===== src/rtl/nes_joypad_serializer.sv =====
// nes_joypad_serializer
//   Multi-port NES controller serializer. On joypad strobe each port latches its
//   (synchronised, autofire-masked) button vector. Each falling edge of that port's
//   joypad clock then shifts one bit out. Once the report is exhausted, the fill bit
//   is returned until the next strobe.
//
// Ports
//   clk            system clock (NES clock domain)
//   reset_n        asynchronous active-low reset
//   i_btn          buttons, active high, port p = [p*C_bits +: C_bits], bit0 = A (async source)
//   i_autofire_en  per port: bit 2p = autofire on A, bit 2p+1 = autofire on B
//   i_strobe       joypad strobe, level sensitive, clk domain
//   i_joy_clock    per-port joypad read clock, clk domain
//   o_data         registered serial button data per port, active high
//   o_autofire_ph  current autofire phase (1 = button passes)
module nes_joypad_serializer #(
   parameter int   C_ports       = 2,
   parameter int   C_bits        = 8,
   parameter logic C_fill        = 1'b1,
   parameter int   C_clk_hz      = 21428571,
   parameter int   C_autofire_hz = 10
) (
   input  logic                        clk,
   input  logic                        reset_n,
   input  logic [C_ports*C_bits-1:0]   i_btn,
   input  logic [C_ports*2-1:0]        i_autofire_en,
   input  logic                        i_strobe,
   input  logic [C_ports-1:0]          i_joy_clock,
   output logic [C_ports-1:0]          o_data,
   output logic                        o_autofire_ph
);

   // Divider is guarded so a disabled autofire never divides by zero and an
   // over-fast rate still yields a legal one-cycle half period.
   localparam int AF_DIV      = (C_autofire_hz > 0) ? 2 * C_autofire_hz : 1;
   localparam int AF_HALF_RAW = C_clk_hz / AF_DIV;
   localparam int AF_HALF     = (AF_HALF_RAW > 0) ? AF_HALF_RAW : 1;
   localparam int AF_W        = (AF_HALF > 1) ? $clog2(AF_HALF) : 1;
   localparam int CNT_W       = $clog2(C_bits + 1);

   logic [C_ports*C_bits-1:0] btn_s_p0;
   logic [C_ports*C_bits-1:0] btn_s_p1;
   logic                      af_phase;

   // Stage p0/p1: two-flop synchroniser for the asynchronous button inputs
   always_ff @(posedge clk or negedge reset_n) begin
      if (!reset_n) begin
         btn_s_p0 <= '0;
         btn_s_p1 <= '0;
      end else begin
         btn_s_p0 <= i_btn;
         btn_s_p1 <= btn_s_p0;
      end
   end

   if (C_autofire_hz > 0) begin : g_af
      logic [AF_W-1:0] af_cnt;

      always_ff @(posedge clk or negedge reset_n) begin
         if (!reset_n) begin
            af_cnt   <= '0;
            af_phase <= 1'b1;
         end else if (af_cnt == AF_W'(AF_HALF - 1)) begin
            af_cnt   <= '0;
            af_phase <= ~af_phase;
         end else begin
            af_cnt   <= af_cnt + 1'b1;
         end
      end
   end else begin : g_no_af
      assign af_phase = 1'b1;
   end

   assign o_autofire_ph = af_phase;

   for (genvar p = 0; p < C_ports; p++) begin : g_port
      logic [C_bits-1:0] af_mask;
      logic [C_bits-1:0] eff;
      logic [C_bits-1:0] sr;
      logic [C_bits:0]   shifted;
      logic [CNT_W-1:0]  cnt;
      logic              prev_clk;
      logic              data_q;

      // Only A (bit0) and B (bit1) are subject to autofire; the rest pass through.
      if (C_bits == 1) begin : g_mask1
         assign af_mask = af_phase | ~i_autofire_en[2*p];
      end else begin : g_mask2
         assign af_mask[1:0] = {af_phase | ~i_autofire_en[2*p+1],
                                af_phase | ~i_autofire_en[2*p]};
         if (C_bits > 2) begin : g_mask_rest
            assign af_mask[C_bits-1:2] = '1;
         end
      end

      assign eff     = btn_s_p1[p*C_bits +: C_bits] & af_mask;
      assign shifted = {C_fill, sr};

      // Stage p2: latch/shift, then register the visible bit one cycle later
      always_ff @(posedge clk or negedge reset_n) begin
         if (!reset_n) begin
            sr       <= '0;
            cnt      <= '0;
            prev_clk <= 1'b0;
            data_q   <= 1'b0;
         end else begin
            prev_clk <= i_joy_clock[p];
            // Strobe reloads continuously and beats a coincident falling edge.
            if (i_strobe) begin
               sr  <= eff;
               cnt <= '0;
            end else if (prev_clk && !i_joy_clock[p]) begin
               sr <= shifted[C_bits:1];
               if (cnt != CNT_W'(C_bits)) begin
                  cnt <= cnt + 1'b1;
               end
            end
            data_q <= (cnt == CNT_W'(C_bits)) ? C_fill : sr[0];
         end
      end

      assign o_data[p] = data_q;
   end

endmodule

===== config.mk =====
export PLATFORM = sky130hd
export DESIGN_NAME = nes_joypad_serializer
export DESIGN_NICKNAME = d
export VERILOG_FILES = /design/src/rtl/nes_joypad_serializer.sv
export SDC_FILE = /design/constraint.sdc
export NUM_CORES = 1
export LEC_CHECK = 0
export CAP_MARGIN = 20
export CORE_MARGIN = 8
export CORE_UTILIZATION = 40
export DETAILED_ROUTE_END_ITERATION = 10
export GPL_TIMING_DRIVEN = 0
export PLACE_DENSITY = 0.6
export RECOVER_POWER = 50
export SYNTH_ARGS = -nofsm -noshare
export SYNTH_HDL_FRONTEND = slang
export SYNTH_SLANG_ARGS = --single-unit

===== constraint.sdc =====
create_clock -name clk -period 5.1 [get_ports clk]
set_clock_uncertainty 0.1 [all_clocks]
set_input_delay 0.765 -clock clk [delete_from_list [all_inputs] [get_ports clk]]
set_output_delay 0.765 -clock clk [all_outputs]
set_load 0.05 [all_outputs]

==> summary.md <==
| Metric | Value |
|---|---|
| CTS Buf Count | `9` |
| Area occupied by multi-input gates | `986 µm²` |
| HPWL Detailed | `3.43 mm` |
| Top_reg_cell synth | `dfrtp_1` |
| RePlAce Congestion | `0.729` |
| Synth async-reset ratio | `100%` |
| Clock sink total | `82` |
| First-pass GRT wire length | `9.15 mm` |
| EDFF count, synth | `0` |
| H-tree level count | `3` |
| Routed length per instance | `12.8 µm` |
| Peak VDD IR | `156 µV` |
| Max Clock Freq | `384 MHz` |
| Clk root buf | `clkbuf_8` |
| Netlist cell types | `31` |
| Max cap viols | `0` |
| Initial core utilization | `40.8%` |
| Element type at the critical path start | `register` |
| Syn_nets | `285` |
| Post-synth top area cell | `dfrtp_1` |
| Switching Share | `21.9%` |
| Postcts setup bufs | `0` |
| Int Power | `1.01 mW` |
| Post-cts resize count | `0` |
| Clock-pin slew on the worst setup and hold paths | `90 ps` |
| DRC viols | `0` |
| Mux contribution to synthesized area | `3.21%` |
| Register area | `2050 µm²` |
| CP max stage delay | `820 ps` |
| Worst-margin pin slew | `757 ps` |
| Top-count cell post-synth | `dfrtp_1` |
| Worst Hold Class | `reg2reg` |
| DRT antenna net count | `0` |
| Psw | `284 µW` |
| Input/output buffers | `26` |
| Vias/cell | `4.70` |
| Combinational family with the most area after synthesis | `simple AND/OR/NAND/NOR gates` |
| Slew Viols, Final | `0` |
| Commonest cells in the netlist | `dfrtp_1, nand2_1, nor2_1` |
| Total Power | `1.29 mW` |
| Share of power burned in the clock network | `40.0%` |
| Crit path DAT | `1740 ps` |
| Finished Cell Area | `3760 µm²` |
| Cell area after synthesis | `3120 µm²` |
| CP Capture Type | `primary output` |
| #FFs+latches synth | `82` |
| Final setup TNS | `0 ps` |
| Crit path time final | `2600 ps` |
| XOR/XNOR share of the synthesized area | `6.73%` |
| Io pins | `28` |
| Post-synthesis compound-gate area fraction | `5.17%` |
| Reg power frac | `53.5%` |
| Fin nets | `324` |
| Worst setup path class | `reg2out` |
| YS warnings | `0` |
| Max-Slew Margin vs Limit | `49.1%` |
| Hold buffers post-CTS | `0` |
| Die area | `10900 µm²` |
| Synth area leaders | `dfrtp_1, xnor2_1, mux2i_1, xor2_1, o21ai_0` |
| Post-Syn Instances | `255` |
| Setup violators final | `0` |
| Cells along the critical path | `clkdlybuf4s50_1` |
| PwrDens | `344 nW/µm²` |
| Worst-Skew Late Latency | `340 ps` |
| Initial DRC count | `50` |
| Buffers & Inverters on Critical Path | `1` |
| Crit share post-route | `51.0%` |
| ANT cells | `0` |
| Vias | `1883` |
| Drt total wl | `5.15 mm` |
| Worst hold margin | `249 ps` |
| Reg-to-reg slack, setup | `2950 ps` |
| Area grow syn2layout | `20.6%` |
| Share of layout cells above drive strength 1 | `8.03%` |
| Gr ovfl total | `0` |
| CTS tree | `done` |
| CP top delay family | `buffers and inverters` |
| Share of the synthesized area in the top cell type | `64.9%` |
| WP data required | `4240 ps` |
| Synth Area per Inst | `12.2 µm²` |
| Die Span Y | `104 µm` |
| Sequential share of the synthesized area | `65.8%` |
| Leakage | `1.68 nW` |
| Slowest CP cell | `clkdlybuf4s50_1` |
| Outcome | `finished, final reports clean` |
| Crit-path max FO | `6` |
| Post-DP Area | `3530 µm²` |
| Clk buf depth | `2` |
| Initial antenna violation count | `0` |
| Site Rows | `32` |
| Vias in the first global route | `1948` |
| Pre-Repair DR Iteration Count | `5` |
| Dpl cells | `384` |
| RSZ-0062 raised after global routing | `false` |
| Post-synthesis simple-gate area fraction | `14.5%` |
| Adder-cell share of the synthesized area | `2.00%` |
| Fin cells | `401` |
| Die width | `104 µm` |
| Combinational power share | `6.5%` |
| Largest net degree at the start of global routing | `73` |
| Final Hold Fails | `0` |
| All-Layer GR Usage | `10.4%` |
| Filler instances | `704` |
| Core outline area | `7650 µm²` |
-- cell usage in the layout, fill, tap and decap left out, types with 6 or more instances in the layout --
cell,n
a21oi_1,7
clkbuf_1,10
clkbuf_8,10
clkdlybuf4s50_1,25
dfrtp_1,81
inv_1,9
mux2i_1,10
nand2_1,20
nand3_1,12
nand4_1,6
nor2_1,18
o21ai_0,16
xnor2_1,14
xor2_1,10
-- registers in the layout, summed over array words and instances (netlist names) --
register,count
g_af.af_cnt,21
g_port.prev_clk,2
g_port.data_q,2
btn_s_p0,16
g_port.cnt,8
o_autofire_ph,1
btn_s_p1,16
g_port.sr,16
-- final timing paths --
kind,startpoint,endpoint,cells past startpoint
worst max-delay path,o_autofire_ph,o_autofire_ph,1
worst min-delay path,btn_s_p0[11],btn_s_p1[11],0
worst max register to register,g_af.af_cnt[7],g_af.af_cnt[0],4
worst min register to register,btn_s_p0[11],btn_s_p1[11],0
max in group asynchronous,reset_n,o_autofire_ph,2
min in group asynchronous,reset_n,btn_s_p0[13],1
-- per-stage QoR --
step	setup slack (ps)	utilization, %
floorplan	3170	-
detailed placement	2750	46.2
global route	2430	49.2
finish	2500	49.2
global placement	313	45.9
CTS	2470	49.2
-- layout make-up --
cell class	count	share of cell area, %
flip-flops and latches	82	54.6
multi-input cells	153	26.2
repair buffers	28	7.61
clock buffers	10	3.66
well taps	102	3.39
clock inverters	6	2.39
plain buffers	11	1.30
inverters	9	0.898
-- routing by layer --
metal	GRT usage [%]	wire (µm)	up-vias	part of all wire, %
met5	0	0	-	0
met4	6.20	128	0	2.5
met3	2.79	172	11	3.3
met2	15.5	2300	29	45
met1	13.2	2550	911	50
li1	-	-	932	-
-- logic make-up after synthesis --
group | Yosys count
flops | 82
simple gates | 85
mux | 10
buf+inv | 20
fa+ha+maj | 5
xor+xnor | 24
compound gates | 29
-- power groups by stage --
stage | combinational [mW] | sequential (mW) | clock, mW
floorplan | 0.0423 | 0.701 | 0
global placement | 0.0825 | 0.704 | 0
detailed placement | 0.0862 | 0.705 | 0
CTS | 0.0868 | 0.692 | 0.535
global route | 0.0952 | 0.696 | 0.560
finish | 0.0840 | 0.692 | 0.517
Note: power is estimated with default switching activity, not from simulation.
